==> src/rtl/letc_core_imss.sv <==
// Instruction memory subsystem: direct-mapped read-only I-cache with line refill over a backing port.
// Optional hit/miss perf counters are built when LETC_IMSS_PERF_COUNTERS_EN is defined.
module letc_core_imss #(
  parameter int INDEX_WIDTH  = 4,
  parameter int OFFSET_WIDTH = 2
) (
  input  logic        clk,
  input  logic        rst,
  input  logic        req_valid,
  input  logic [31:0] req_virtual_addr,
  output logic        rsp_valid,
  output logic        rsp_illegal,
  output logic [31:0] rsp_virtual_addr,
  output logic [31:0] rsp_data,
  output logic        imss_busy,
  input  logic        flush,
  output logic        mem_req_valid,
  input  logic        mem_req_ready,
  output logic [31:0] mem_req_addr,
  input  logic        mem_rsp_valid,
  input  logic        mem_rsp_error,
  input  logic [31:0] mem_rsp_data,
  output logic [31:0] hit_count,
  output logic [31:0] miss_count
);

  localparam int LINES   = 1 << INDEX_WIDTH;
  localparam int WORDS   = 1 << OFFSET_WIDTH;
  localparam int LSB_IDX = OFFSET_WIDTH + 2;
  localparam int LSB_TAG = LSB_IDX + INDEX_WIDTH;
  localparam int TAG_W   = 32 - LSB_TAG;

  // state       | meaning
  // IDLE        | lookups accepted, hits/faults answered next cycle
  // REFILL_REQ  | line request held on the backing port until ready
  // REFILL_DATA | collecting refill beats in ascending word order
  // RESPOND     | one-cycle response for the address that missed
  typedef enum logic [1:0] {IDLE, REFILL_REQ, REFILL_DATA, RESPOND} state_t;
  state_t state_q, state_d;

  logic [LINES-1:0]        valid_q, valid_d;
  logic [TAG_W-1:0]        tag_mem [LINES];
  logic [31:0]             data_mem [LINES*WORDS];
  logic [31:0]             addr_q, addr_d;
  logic [OFFSET_WIDTH-1:0] beat_cnt_q, beat_cnt_d;
  logic                    err_q, err_d, pend_q, pend_d;
  logic [31:0]             rsp_word_q, rsp_word_d;
  logic                    rsp_valid_q, rsp_valid_d, rsp_illegal_q, rsp_illegal_d;
  logic [31:0]             rsp_addr_q, rsp_addr_d, rsp_data_q, rsp_data_d;

  logic [INDEX_WIDTH-1:0]  req_idx, miss_idx;
  logic [OFFSET_WIDTH-1:0] req_word, miss_word;
  logic [TAG_W-1:0]        req_tag;
  logic accept, misaligned, hit, miss_start, beat, last_beat, fill_ok;

  assign req_word   = req_virtual_addr[LSB_IDX-1:2];
  assign req_idx    = req_virtual_addr[LSB_TAG-1:LSB_IDX];
  assign req_tag    = req_virtual_addr[31:LSB_TAG];
  assign miss_word  = addr_q[LSB_IDX-1:2];
  assign miss_idx   = addr_q[LSB_TAG-1:LSB_IDX];
  assign accept     = (state_q == IDLE) && req_valid;
  assign misaligned = |req_virtual_addr[1:0];
  assign hit        = valid_q[req_idx] && (tag_mem[req_idx] == req_tag);
  assign miss_start = accept && !misaligned && !hit;
  assign beat       = (state_q == REFILL_DATA) && mem_rsp_valid;
  assign last_beat  = beat && (beat_cnt_q == '1);
  // A flush on the final beat must also keep the line invalid.
  assign fill_ok    = last_beat && !err_q && !mem_rsp_error && !pend_q && !flush;

  always_ff @(posedge clk or posedge rst) begin
    if (rst) state_q <= IDLE;
    else     state_q <= state_d;
  end

  always_comb begin
    state_d = state_q;
    case (state_q)
      IDLE:        if (miss_start) state_d = REFILL_REQ;
      REFILL_REQ:  if (mem_req_ready) state_d = REFILL_DATA;
      REFILL_DATA: if (last_beat) state_d = RESPOND;
      RESPOND:     state_d = IDLE;
      default:     state_d = IDLE;
    endcase
  end

  always_comb begin
    imss_busy        = (state_q != IDLE);
    mem_req_valid    = (state_q == REFILL_REQ);
    mem_req_addr     = '0;
    if (mem_req_valid) mem_req_addr = {addr_q[31:LSB_IDX], {LSB_IDX{1'b0}}};
    rsp_valid        = rsp_valid_q;
    rsp_illegal      = rsp_illegal_q;
    rsp_virtual_addr = rsp_addr_q;
    rsp_data         = rsp_data_q;
    if (state_q == RESPOND) begin
      rsp_valid        = 1'b1;
      rsp_illegal      = err_q;
      rsp_virtual_addr = addr_q;
      rsp_data         = err_q ? '0 : rsp_word_q;
    end
  end

  always_comb begin
    valid_d = valid_q;
    if (flush)        valid_d = '0;
    else if (fill_ok) valid_d[miss_idx] = 1'b1;
    addr_d     = miss_start ? req_virtual_addr : addr_q;
    beat_cnt_d = miss_start ? '0 : (beat ? beat_cnt_q + 1'b1 : beat_cnt_q);
    err_d      = miss_start ? 1'b0 : (err_q || (beat && mem_rsp_error));
    pend_d     = miss_start ? 1'b0
               : (pend_q || (flush && (state_q == REFILL_REQ || state_q == REFILL_DATA)));
    rsp_word_d    = (beat && beat_cnt_q == miss_word) ? mem_rsp_data : rsp_word_q;
    rsp_valid_d   = accept && (misaligned || hit);
    rsp_illegal_d = accept && misaligned;
    rsp_addr_d    = accept ? req_virtual_addr : rsp_addr_q;
    rsp_data_d    = (accept && !misaligned && hit) ? data_mem[{req_idx, req_word}] : '0;
  end

  always_ff @(posedge clk or posedge rst) begin
    if (rst) begin
      valid_q       <= '0;
      addr_q        <= '0;
      beat_cnt_q    <= '0;
      err_q         <= 1'b0;
      pend_q        <= 1'b0;
      rsp_word_q    <= '0;
      rsp_valid_q   <= 1'b0;
      rsp_illegal_q <= 1'b0;
      rsp_addr_q    <= '0;
      rsp_data_q    <= '0;
    end else begin
      valid_q       <= valid_d;
      addr_q        <= addr_d;
      beat_cnt_q    <= beat_cnt_d;
      err_q         <= err_d;
      pend_q        <= pend_d;
      rsp_word_q    <= rsp_word_d;
      rsp_valid_q   <= rsp_valid_d;
      rsp_illegal_q <= rsp_illegal_d;
      rsp_addr_q    <= rsp_addr_d;
      rsp_data_q    <= rsp_data_d;
    end
  end

  // Tag/data arrays are qualified by valid_q, so they carry no reset.
  always_ff @(posedge clk) begin
    if (beat)    data_mem[{miss_idx, beat_cnt_q}] <= mem_rsp_data;
    if (fill_ok) tag_mem[miss_idx] <= addr_q[31:LSB_TAG];
  end

`ifdef LETC_IMSS_PERF_COUNTERS_EN
  logic [31:0] hit_cnt_q, hit_cnt_d, miss_cnt_q, miss_cnt_d;

  always_comb begin
    hit_cnt_d  = hit_cnt_q;
    miss_cnt_d = miss_cnt_q;
    if (accept && !misaligned && hit && hit_cnt_q != '1) hit_cnt_d = hit_cnt_q + 32'd1;
    if (miss_start && miss_cnt_q != '1) miss_cnt_d = miss_cnt_q + 32'd1;
  end

  always_ff @(posedge clk or posedge rst) begin
    if (rst) begin
      hit_cnt_q  <= '0;
      miss_cnt_q <= '0;
    end else begin
      hit_cnt_q  <= hit_cnt_d;
      miss_cnt_q <= miss_cnt_d;
    end
  end

  assign hit_count  = hit_cnt_q;
  assign miss_count = miss_cnt_q;
`else
  assign hit_count  = '0;
  assign miss_count = '0;
`endif

endmodule

==> config.mk <==
export PLATFORM = sky130hd
export DESIGN_NAME = letc_core_imss
export DESIGN_NICKNAME = d
export VERILOG_FILES = /design/src/rtl/letc_core_imss.sv
export SDC_FILE = /design/constraint.sdc
export NUM_CORES = 2
export LEC_CHECK = 0
export ABC_CLOCK_PERIOD_IN_PS = 6270
export CAP_MARGIN = 20
export CORE_UTILIZATION = 35
export DETAILED_ROUTE_END_ITERATION = 10
export GPL_TIMING_DRIVEN = 0
export REMOVE_ABC_BUFFERS = 1
export SYNTH_ARGS = -nofsm -noshare
export SYNTH_HDL_FRONTEND = slang
export SYNTH_SLANG_ARGS = --single-unit
export TNS_END_PERCENT = 5
==> constraint.sdc <==
create_clock -name clk -period 6.27 [get_ports clk]
set_input_delay 0.627 -clock clk [delete_from_list [all_inputs] [get_ports clk]]
set_output_delay 0.627 -clock clk [all_outputs]
set_load 0.01 [all_outputs]
[Word level (Yosys, flattened, before mapping)]
Memory sizes are Yosys's and may differ from the RTL's.
Cells that the tools add are included.
Word-level totals
  memories: 2
  register bits after elaboration: 152
  input bits: 71
  output and inout bits: 164
  logic and storage cells: 85
  memory bits (writable): 2432
Operators by class
  magnitude comparators: 3
  reductions and logical operators: 33
  bitwise gates (word level): 1
  mux-type cells: 25
  add/subtract/negate cells: 1
  eq/ne operators: 9
Memories
  data_mem: depth 64, bits a word 32, read ports 1, clocked after memory_dff 0, write ports 1, line 43  | logic [31:0] data_mem [LINES*WORDS];
  tag_mem: depth 16, bits a word 24, read ports 1, clocked after memory_dff 0, write ports 1, line 42  | logic [TAG_W-1:0] tag_mem [LINES];
Operators by type and width (number)
  $mux 32: 5
  $mux 16: 2
  $eq 24x24->1: 1
  $logic_and 1x1->1: 17
  $or 16x16->16: 1
  $lt 4x5->1 const B: 2
  $mux 1: 10
  $mux 2: 5
  $pmux 2 s4: 1
  $eq 2x2->1 const B: 3
  $logic_not 1->1: 6
  $reduce_bool 2->1: 3
  $bmux 1 s4: 1
  $demux 1 s4: 1
  $ge 4x1->1 const B: 1
  $logic_or 1x1->1: 4
  $ne 2x2->1 const B: 2
  $reduce_and 3->1: 1
  $add 2x1->2 const B: 1
  $eq 2x1->1 const B: 1
  $eq 2x2->1: 1
  $logic_not 2->1: 1
  $ne 2x1->1 const B: 1
  $reduce_or 2->1: 1

[Depth between registers and ports, before layout]
  word-level depth: 9
  mapped depth: 15

[Worst setup path after synthesis]
Ideal clock, no wire load.
  path kind: register -> register
  start: register state_q[0]
  end: memory data_mem[48][0] (enable)
  clock period less this slack: 3806 ps
  data arrival time: 3345 ps
  path slack: 2464 ps
  cell stages (with the launch flop): 7
  required time: 5809 ps
  path through: dfrtp_1 inv_1 ha_1 nand2_1 nor2_1 nand2_1 nor3_1
Between the ends
  word-level cells in the longest chain between the ends: 4
RTL lines
  start, declared: line 39  | state_t state_q, state_d;
  start signal, assigned: line 72  | else state_q <= state_d;
  $eq 2x2->1: line 65  | assign beat = (state_q == REFILL_DATA) && mem_rsp_valid;
  $logic_and 1x1->1: line 65
  $mux 1: line 147  | if (beat) data_mem[{miss_idx, beat_cnt_q}] <= mem_rsp_data;
  $mux 1 (not written as such): line 147
  end, declared: line 43
No other way between the ends.

[Worst setup path after layout]
  start: register state_q[0]
  end: output port rsp_data[15]
Between the ends
  word-level cells in the longest chain between the ends: 2
RTL lines
  $eq 2x2->1: line 95  | if (state_q == RESPOND) begin
  $mux 32: line 95
  end, declared: line 14  | output logic [31:0] rsp_data,
No other way between the ends.

==> summary.txt <==
Floorplanning
  – Total die area: 0.2894 mm²
  – CORE AREA: between 0.2 and 0.3 mm²
  – Boundary pin count: between 200 and 250
  – Die width: ~540 µm
  – Starting density of the core: 35.22%
  – DIE HEIGHT: about 540 µm
  – Cell Rows: 196

Placement
  – Gpl congestion: about 0.74
  – Port bufs: roughly 170
  – Place WS: ~800 ps
  – DP Wirelength: approximately 160 mm

Worst hold path
  – Worst hold path class: in -> reg
  – Hold wc startpoint: mem_rsp_data[11]
  – Hold Crit Endpoint: data_mem[51][11]
  – Worst Hold Depth: 1

STA
  – Slew headroom: a little under a quarter
  – Period utilisation layout: around three quarters
  – Slew Viols, Final: 0
  – Worst-margin pin slew: ~1200 ps
  – Post-Route Skew: approximately 72 ps
  – Fmax: ~210 MHz
  – Setup-failing EPs final: 0
  – Final Hold Fails: 0
  – Min Tclk post-route: between 4000 and 5000 ps
  – Setup TNS: 0 ps
  – Fin worst setup slack: roughly 1500 ps
  – Unrepaired setup endpoints after global routing: no

Power and ir drop
  – Pwr per Cell Area: ~330 mW/mm²
  – VDD IR max: around 230 µV
  – Lkg Pwr: between 30 and 40 nW

Finish
  – Most common cell after layout, fill and taps aside: edfxtp_1
  – Util after Layout: between 40% and 50%
  – Fraction of layout cells with a size suffix above 1: 31.29%
  – Final #Nets: 4835
  – Area Overhead vs Synth: 17.85%
  – Most frequent cells in the layout: edfxtp_1, mux4_2, clkbuf_16

Clocking
  – H-tree levels: 5
  – Later-pin clock latency in the skew report: about 850 ps
  – Maximum root-to-sink buffer count: 4
  – Hold buffers post-CTS: 0
  – Reg clk slew, reported paths: ~60 ps
  – Post-CTS setup buffer count: 0
  – CTS Sinks: about 2600
  – CTS tree: built
  – Clk root buf: clkbuf_16
  – Number of CTS-inserted buffers: around 270
  – CTS resizes: 0

Logic synthesis
  – Yosys cell types: 70
  – Avg Inst Size Synth: roughly 23 µm²
  – #FFs+latches synth: 2584
  – Post-synth ARST share: roughly 5.9%
  – Post-Syn Instances: around 4400
  – YS warnings: 0
  – Main synth FF type: edfxtp_1
  – EDFF count, synth: 2432
  – Register area share after synthesis: approximately 76%
  – Post-Syn Area: 0.1005 mm²

Route
  – Drt first pass iters: 8
  – Post-DR wirelength/cell: ~30 µm
  – DR vias: around 47000
  – Vias per std cell: 5.423
  – DRC Markers: 0
  – Drt first-iter violations: 5529
  – Final WL: 256.9 mm
  – ANT nets after route: 0

Worst setup path
  – Startpoint types: flip-flop
  – Worst setup path start: state_q[0]
  – Reg2Reg Setup Slack: 1920 ps
  – Critical path arrival: between 4000 and 5000 ps
  – CP max FO: 36
  – WS Path Type: reg -> out
  – Crit path capture type: primary output
  – CP required: approximately 5600 ps
  – Reg2reg end: data_mem[55][30]
  – Reg2reg path depth: 6
  – Worst reg2reg path startpoint: addr_q[7]

GRT
  – Via count of the first global-routing pass: 48093
  – Initial antenna violation count: 19
  – GR Util All Layers: 17.65%
  – Pin count of the biggest net entering global routing: 100
  – First-pass GRT wire length: about 360 mm
  – GRT Residual Overflow: 0

Flow run
  – Max-Cap Viols: 0

Run status
  – Status: finished clean
==> power breakdown <==
group	leakage [nW]	internal, mW	switching, mW	total, mW
registers	23.8	19.7	0.729	20.4
clock network	4.07	8.90	6.47	15.4
logic	9.85	1.80	2.02	3.82
total	37.7	30.4	9.22	39.6
==> layer usage <==
| metal | track usage, % | routed length (µm) | vias up | share of wire (%) |
|---|---|---|---|---|
| met4 | 4.246 | 5654 | 4 | 2.2 |
| met2 | 27.75 | 121500 | 1966 | 47 |
| li1 | - | - | 19073 | - |
| met1 | 25.27 | 108200 | 25907 | 42 |
| met3 | 3.502 | 21570 | 346 | 8.4 |
| met5 | 0 | 27 | - | 0.011 |
==> sequential cells by signal (all words and copies together), names as in the netlist <==
register       count
addr_q            32
beat_cnt_q         2
data_mem        2048
err_q              1
pend_q             1
rsp_addr_q        32
rsp_data_q        32
rsp_illegal_q      1
rsp_valid_q        1
rsp_word_q        32
state_q            2
tag_mem          384
valid_q           16
==> area by class of cell <==
cell class	instances	area, µm²
timing repair buffer	362	5718
clock inverter	124	1179
inverter	41	161.4
tap	3762	4707
fill	24400	167000
clock buffer	339	7116
antenna	6	15.01
sequential	2584	76830
multi-input combinational	1503	22750
==> cell families (layout without fill, tap and decap cells) <==
kind of cell    count (synthesis)  after routing  share of synthesized area (%)
flops                        2584           2584                          76.43
mux                           958            958                          18.93
buf+inv                       333            866                          1.811
simple gates                  292            292                          1.454
compound gates                148            148                          1.027
xor+xnor                       31             31                         0.2701
fa+ha+maj                       6              6                        0.07467
other cells                     1             74                       0.003730
==> cells in the mapped netlist (34+ instances only) <==
| cell type | instances | area share, % |
|---|---|---|
| clkbuf_1 | 162 | 0.60 |
| and2_1 | 34 | 0.21 |
| mux4_2 | 733 | 16 |
| buf_4 | 73 | 0.55 |
| nor2_1 | 93 | 0.35 |
| and3_1 | 37 | 0.23 |
| inv_1 | 41 | 0.15 |
| nand2_1 | 60 | 0.22 |
| mux2_2 | 104 | 1.2 |
| o21ai_0 | 40 | 0.20 |
| mux2i_1 | 92 | 0.92 |
| dfrtp_1 | 152 | 3.8 |
| edfxtp_1 | 2432 | 73 |
==> how the worst max path moves through the flow <==
stage,endpoint,slack [ps],depth (start not counted)
2_1_floorplan,addr_q[0],1550,1
3_3_place_gp,rsp_data_q[26],-30720,5
3_5_place_dp,rsp_data_q[3],780,12
4_1_cts,rsp_data[15],1460,7
5_1_grt,rsp_data[15],1380,7
6_report,rsp_data[15],1530,7
==> through the flow <==
step	cell area (µm²)	hold WS (ps)	cells	total power [mW]
3_3_place_gp	105500	452.9	8056	25.80
5_1_grt	118500	52.09	8715	40.79
2_1_floorplan	99120	444.4	4128	22.17
3_5_place_dp	110100	461.3	8250	24.59
6_report	118500	66.97	8721	39.58
4_1_cts	118400	16.26	8713	39.86
==> worst max-delay path, stage by stage (launching register included) <==
cell and delay (ps):
dfrtp_1 440, ha_4 490, buf_16 310, nor2b_4 610, buf_16 240, nand2_1 60
o21ai_0 350, clkdlybuf4s50_1 710
No activity file was read; power rests on OpenSTA's default activity.
